--- src/rtl/one_cold_scan_capture.sv ---
// Sequencer/capture for a shared 7:1 one-cold-select mux: steps the select code
// through all lanes, samples din after a settle window, and publishes a 7-bit frame.
// Optional GAP idle check (sticky err output) is enabled by defining SCAN_IDLE_CHECK_EN.
module one_cold_scan_capture #(
  parameter int SETTLE = 4,
  parameter int LANES  = 7
) (
  input  logic             clk,
  input  logic             reset,
  input  logic             start,
  input  logic             cont,
  input  logic             din,
  output logic [LANES-1:0] select,
  output logic [LANES-1:0] data,
  output logic             done,
  output logic             busy
`ifdef SCAN_IDLE_CHECK_EN
  ,
  output logic             err
`endif
);

  localparam int DW = $clog2(SETTLE + 1);
  localparam logic [DW-1:0] DWELL_LAST = DW'(SETTLE - 1);
  localparam logic [2:0]    LANE_LAST  = 3'(LANES - 1);

  typedef enum logic [1:0] {IDLE, SCAN, GAP} state_t;

  state_t           state, state_nxt;
  logic [2:0]       lane;
  logic [DW-1:0]    dwell;
  logic [LANES-1:0] shadow;
  logic             sample, last;

  // Lane k pulls select bit (LANES-1-k) low; all other lines stay high.
  function automatic logic [LANES-1:0] lane_code(input logic [2:0] k);
    return ~(LANES'(1) << (LANE_LAST - k));
  endfunction

  assign sample = (state == SCAN) && (dwell == DWELL_LAST);
  assign last   = sample && (lane == LANE_LAST);
  assign busy   = (state == SCAN);

  always_comb begin
    state_nxt = state;
    case (state)
      IDLE:    if (start | cont) state_nxt = SCAN;
      SCAN:    if (last) state_nxt = GAP;
      GAP:     state_nxt = (start | cont) ? SCAN : IDLE;
      default: state_nxt = IDLE;
    endcase
  end

  always_ff @(posedge clk) begin
    if (reset) begin
      state  <= IDLE;
      select <= '1;
      data   <= '0;
      done   <= 1'b0;
      lane   <= '0;
      dwell  <= '0;
      shadow <= '0;
    end else begin
      state <= state_nxt;
      done  <= 1'b0;
      case (state)
        SCAN: begin
          if (sample) begin
            shadow[lane] <= din;
            dwell        <= '0;
            if (last) begin
              // Lane 6 goes straight into the frame word, bypassing shadow.
              data   <= {din, shadow[LANES-2:0]};
              done   <= 1'b1;
              lane   <= '0;
              select <= '1;
            end else begin
              lane   <= lane + 3'd1;
              select <= lane_code(lane + 3'd1);
            end
          end else begin
            dwell <= dwell + DW'(1);
          end
        end
        default: begin
          lane  <= '0;
          dwell <= '0;
          if (state_nxt == SCAN) select <= lane_code(3'd0);
          else                   select <= '1;
        end
      endcase
    end
  end

`ifdef SCAN_IDLE_CHECK_EN
  // All select lines high during GAP: the mux must read back a 1.
  always_ff @(posedge clk) begin
    if (reset)                        err <= 1'b0;
    else if (state == GAP && !din)    err <= 1'b1;
  end
`endif

endmodule
--- config.mk ---
export PLATFORM = sky130hd
export DESIGN_NAME = one_cold_scan_capture
export DESIGN_NICKNAME = d
export VERILOG_FILES = /design/src/rtl/one_cold_scan_capture.sv
export SDC_FILE = /design/constraint.sdc
export NUM_CORES = 1
export LEC_CHECK = 0
export CORE_UTILIZATION = 50
export DETAILED_ROUTE_END_ITERATION = 16
export PLACE_DENSITY = 0.75
export SLEW_MARGIN = 20
export SYNTH_ARGS = -nofsm -noshare
export SYNTH_HDL_FRONTEND = slang
export SYNTH_SLANG_ARGS = --single-unit
--- constraint.sdc ---
create_clock -name clk -period 4.7 [get_ports clk]
set_input_delay 0.705 -clock clk [delete_from_list [all_inputs] [get_ports clk]]
set_output_delay 0.705 -clock clk [all_outputs]
set_load 0.02 [all_outputs]
==> flow_summary.ini, run 1 <==
[run_status]
status = completed

[route]
vias = 945
drcViolationCount = 0
route.antenna.remaining_nets = 0
drt_iter0_markers = 20
dr.pass1.iters = 4
wl_per_cell_um = 12.5
totalWireLength_mm = 2.30
drt-vias-per-instance = 5.16

[floorplanning]
die-width_um = 53.3
core_region_area_mm2 = 0.00248
floorplan.die_area_mm2 = 0.00284
io_pins = 21
start_util_pct = 53.1
die_h_um = 53.3
rows = 18

[critical_path]
crit_fanout = 9
crit_arrival_ns = 1.78
cp_slowest_cell = clkdlybuf4s50_1
cpPeakStageDelay_ns = 0.68
worst_setup_path_end_kind = output pin
critical_path_class = flop to output pin
cp.required_ns = 3.99
start_kind = flop
worstPathCellList = nor2b_2 > clkdlybuf4s50_1

[clock_network]
htreeDepth = 2
post_cts_buffers = 0
path_clk_slew_ns = 0.09
cts_resized = 0
ctsRootBufferMaster = clkbuf_4
clk_path_buf_depth = 2
postCtsHoldBufs = 0
cts.sinks = 29
clk_latency_ns = 0.33
cts_buffers = 5
cts_tree = done

[global_route]
grt_pass1_vias = 856
grt_overflow = 0
antenna_found_initial = 0
grt_max_degree = 27
grt_usage_pct = 19.3
grt_pass1_wl_mm = 3.77

[timing]
finClkSkew_ns = 0.00893
finalCritPeriodShare_pct = 52.8
rsz0062_at_grt = no
maxClockFrequency_mhz = 403
min_period_ns = 2.48
worst_pin_slew_ns = 0.913
slew_headroom_pct = 39.1
whs_ns = 0.431
finalHoldViolations = 0
drv_slew = 0
final-setup-viol-count = 0
finalSetupTns_ns = 0

[cells_and_area]
mostFrequentLayoutCells = dfxtp_1 (29), clkdlybuf4s50_1 (20), nand2_1 (15), nand2b_1 (15), mux2i_1 (13)
synthToLayoutAreaGrowth_pct = 18.2
diodes = 0
drive_gt1_share_pct = 7.84
final_common_cell = dfxtp_1
fin_cells = 183
final_area_mm2 = 0.00155
utilization_pct = 62.7
layout.nets = 166

[yosys]
avgSynthCellArea_um2 = 9.89
synth-seq-cells = 29
synth.distinct_cells = 31
synth-seq-area-share_pct = 44.1
synth_nets = 147
syn-instance-count = 133
syn_area_mm2 = 0.00132
yosys_warnings = 0

[power_and_ir_drop]
p_clk_share_pct = 34.1
switchingPower_w = 0.0000987
intPower_w = 0.000317
power_leakage_nw = 0.681
switching_share_pct = 23.7
pwr-share-seq_pct = 60.0
share_comb_of_total_power_pct = 5.9
ir_drop_mv = 0.194
powerDensity_mw_per_mm2 = 268

[flow_run]
maxCapViolCount = 0

[placement]
post_dp_cell_area_mm2 = 0.00150
place_inst = 175
place_hpwl_mm = 1.59
place_congestion = 0.753
io_buffers = 20

[hold_path]
hp-class = flop to flop
==> layer usage <==
metal	vias to the layer above	wire [µm]	GRT usage [%]
met3	6	125	9.20
met2	19	967	28.5
li1	489	-	-
met1	431	1160	23.1
met4	0	47	9.21
met5	-	0	0
==> registers in the layout, summed over array words and instances, names as in the netlist <==
name / count
data: 7
done: 1
dwell: 3
lane: 3
select: 7
shadow: 6
state: 2
==> area by class of cell <==
type                    count  area (µm²)
fillers                   229         923
clock buffers               6        41.3
inverters                   4        15.0
flip-flops and latches     29         581
well taps                  30        37.5
multi-input cells          92         669
repair buffers             20         200
clock inverters             2        10.0
==> worst max-delay path, delay by kind of cell, from the launching register on <==
kind,cells,cell delay [ns]
buffers and inverters,1,0.68
DFF,1,0.37
and+or+nand+nor,1,0.40
==> final timing paths <==
check	endpoint	cells past startpoint	start	slack [ns]
max	busy	2	state[0]$_SDFF_PP0_	2.22
min	dwell[0]$_SDFF_PP0_	1	dwell[0]$_SDFF_PP0_	0.43
max reg2reg	lane[0]$_SDFFE_PP0P_	4	dwell[0]$_SDFF_PP0_	2.69
min reg2reg	dwell[0]$_SDFF_PP0_	1	dwell[0]$_SDFF_PP0_	0.43
==> per-stage QoR <==
stage / total power [W] / worst slack [ns]
after CTS: 0.000420 / 2.19
after global routing: 0.000432 / 2.13
final: 0.000416 / 2.22
after detailed placement: 0.000280 / 2.49
after floorplan: 0.000272 / 3.16
after global placement: 0.000280 / 2.58
==> logic make-up (layout without fill, tap and decap cells) <==
logic type	count (synthesis)	after routing	synth area share, %
simple gates	52	52	23.1
flops	29	29	44.1
compound gates	16	16	7.99
mux	13	13	9.89
buf+inv	12	32	4.95
fa+ha+maj	9	9	8.56
xor+xnor	2	2	1.33
==> cell usage after synthesis <==
| cell | count | area share (%) |
|---|---|---|
| buf_2 | 4 | 1.5 |
| nor2_1 | 4 | 1.1 |
| nor3_1 | 2 | 0.76 |
| nor2b_2 | 1 | 0.67 |
| o21bai_1 | 1 | 0.57 |
| and4bb_2 | 1 | 0.95 |
| nand3_1 | 1 | 0.38 |
| xnor2_1 | 1 | 0.67 |
| ha_1 | 9 | 8.6 |
| nand4_1 | 4 | 1.9 |
| nor3b_1 | 1 | 0.57 |
| o22ai_1 | 5 | 2.4 |
| o21ai_0 | 3 | 1.1 |
| a21oi_1 | 3 | 1.1 |
| buf_6 | 2 | 1.7 |
| a21o_1 | 1 | 0.57 |
| nand3b_1 | 1 | 0.57 |
| nor2b_1 | 3 | 1.4 |
| o31a_1 | 1 | 0.67 |
| nand2b_1 | 15 | 7.1 |
| nand2_1 | 15 | 4.3 |
| inv_1 | 4 | 1.1 |
| a21bo_2 | 1 | 0.76 |
| nand4_4 | 1 | 1.6 |
| dfxtp_1 | 29 | 44 |
| and3_1 | 2 | 0.95 |
| nor3_2 | 1 | 0.76 |
| clkbuf_1 | 2 | 0.57 |
| mux2i_1 | 13 | 9.9 |
| a221o_1 | 1 | 0.76 |
| xor2_1 | 1 | 0.67 |
==> power groups by stage <==
stage	clock (W)	sequential (W)	combinational, W
final	0.000142	0.000249	0.0000246
after global routing	0.000155	0.000250	0.0000271
after CTS	0.000145	0.000249	0.0000248
after detailed placement	0	0.000255	0.0000248
after global placement	0	0.000255	0.0000245
after floorplan	0	0.000256	0.0000164
Power figures use the tool's default switching activity.
==> run 2, diff against run 1 <==
Settings changed: CORE_UTILIZATION 50 to 47, PLACE_DENSITY 0.75 to 0.74.
Clock period 4.7 ns to 2.2 ns, I/O delays scaled along.
==> run 2 against run 1 <==
Net effect:
- setup slack got worse by 1.8 ns
- wire length grew 4.4%
- clock power rose to 3.2 times the previous value
- cell count up 1.6%
- sequential cell count unchanged
- sequential power is 110% higher
- sequential share of layout area shrank 1.3 points
- clock skew shrank 0.0034 ns
- design area grew 3.6%
- global-route usage hardly changed
- count of clock-buffer cells in the layout rose by 1
==> flow_summary.ini, run 2 (synthesis gave the netlist of run 1 again) <==
[cells_and_area]
nFillCells = 234
layout.nets = 169
drive_gt1_share_pct = 9.62
fin_cells = 186
seq_area_um2 = 581
multi_input_comb_area_um2 = 669
mostFrequentLayoutCells = dfxtp_1 (29), clkdlybuf4s50_1 (20), nand2_1 (15), nand2b_1 (15), mux2i_1 (13)
final_common_cell = dfxtp_1
diodes = 0
synthToLayoutAreaGrowth_pct = 22.5
reg_top3 = data (7), select (7), shadow (6)

[critical_path]
crit_arrival_ns = 1.47
critical_path_class = flop to output pin
worst_setup_path_end_kind = output pin
start_kind = flop
timing.rr.end = select[4]$_SDFFE_PP1P_
cp-startpoint = state[0]$_SDFF_PP0_
cp.required_ns = 1.87
crit_path_end = busy
worstRegToRegCells = 6
regToRegSetupSlack_ns = 0.47
crit_fanout = 4
rr_startpoint = lane[0]$_SDFFE_PP0P_

[route]
route.antenna.remaining_nets = 0
dr.pass1.iters = 4
vias = 971
drt-vias-per-instance = 5.22
drcViolationCount = 0
wl_per_cell_um = 12.9
totalWireLength_mm = 2.40
drt_iter0_markers = 16

[placement]
place_hpwl_mm = 1.70
place_inst = 178
io_buffers = 20
place_congestion = 0.776

[power_and_ir_drop]
power_leakage_nw = 0.710
power_w = 0.00104
ir_drop_mv = 0.613
powerDensity_mw_per_mm2 = 648

[run_status]
status = completed

[clock_network]
htreeDepth = 2
post_cts_buffers = 0
path_clk_slew_ns = 0.09
postCtsHoldBufs = 0
cts_buffers = 5
ctsRootBufferMaster = clkbuf_4
cts.sinks = 29
cts_tree = done
cts_resized = 0
clk_path_buf_depth = 2
clk_latency_ns = 0.32

[timing]
maxClockFrequency_mhz = 557
final-setup-viol-count = 0
slew_headroom_pct = 66.9
finalHoldViolations = 0
finalSetupTns_ns = 0
rsz0062_at_grt = no
worst_pin_slew_ns = 0.494
drv_slew = 0
min_period_ns = 1.80
finClkSkew_ns = 0.00550
finalCritPeriodShare_pct = 81.6

[floorplanning]
floorplan.die_area_mm2 = 0.00301
io_pins = 21
start_util_pct = 51.2
die-width_um = 54.9
core_region_area_mm2 = 0.00257
rows = 18
die_h_um = 54.9

[global_route]
grt_usage_pct = 19.3
grt_overflow = 0
grt_pass1_vias = 882
grt_max_degree = 16
antenna_found_initial = 0
grt_pass1_wl_mm = 3.95

[flow_run]
maxCapViolCount = 0

[hold_path]
hp-class = flop to flop
min_from = dwell[0]$_SDFF_PP0_
[run 2: changes by cell type in the layout (fill, tap and decap cells not counted), sizes merged]
cell,previous run,this run
bufinv,0,1
clkbuf,6,7
buf,0,3
clkinv,2,0
[run 2: stage by stage]
step                cell area (µm²)  setup WS (ns)  util, %  hold WS (ns)
finish                         1610          0.404     62.7         0.441
global route                   1610          0.319     62.7         0.474
CTS                            1610          0.372     62.7         0.447
detailed placement             1530          0.512     59.4         0.430
global placement               1530          0.543     59.4         0.413
floorplan                      1320          0.661        -         0.404
[run 2: worst max-delay path, stage by stage, from the launching register on]
cell	delay (ns)
dfxtp_1	0.37
nor2b_2	0.17
clkdlybuf4s50_1	0.60
[run 2: how the worst min path moves through the flow]
stage / slack (ns) / cells after the start / end
3_3_place_gp: 0.41 / 1 / dwell[0]$_SDFF_PP0_
3_5_place_dp: 0.43 / 1 / dwell[0]$_SDFF_PP0_
2_1_floorplan: 0.40 / 1 / dwell[0]$_SDFF_PP0_
4_1_cts: 0.45 / 1 / dwell[0]$_SDFF_PP0_
6_report: 0.44 / 1 / dwell[0]$_SDFF_PP0_
5_1_grt: 0.47 / 1 / dwell[0]$_SDFF_PP0_
[run 2: per-layer routing]
metal | GRT usage (%) | part of all wire (%) | vias up | wire [µm]
met5 | 0 | 0 | - | 0
met3 | 7.65 | 4.3 | 7 | 103
met2 | 30.3 | 45 | 17 | 1070
met1 | 23.1 | 49 | 447 | 1180
li1 | - | - | 500 | -
met4 | 8.75 | 1.9 | 0 | 45
[run 2: cell type report]
| type | instances | share of cell area, % |
|---|---|---|
| Inverter | 4 | 0.932 |
| Multi-Input combinational cell | 92 | 41.6 |
| Clock inverter | 1 | 1.86 |
| Timing Repair Buffer | 23 | 13.8 |
| Clock buffer | 7 | 3.42 |
| Sequential cell | 29 | 36.1 |
| Tap cell | 30 | 2.33 |
[run 2: report_power, final]
group	internal, W	switching (W)	total [W]
Sequential	0.000530	0.00000317	0.000533
Combinational	0.0000294	0.0000287	0.0000581
Clock	0.000271	0.000181	0.000453
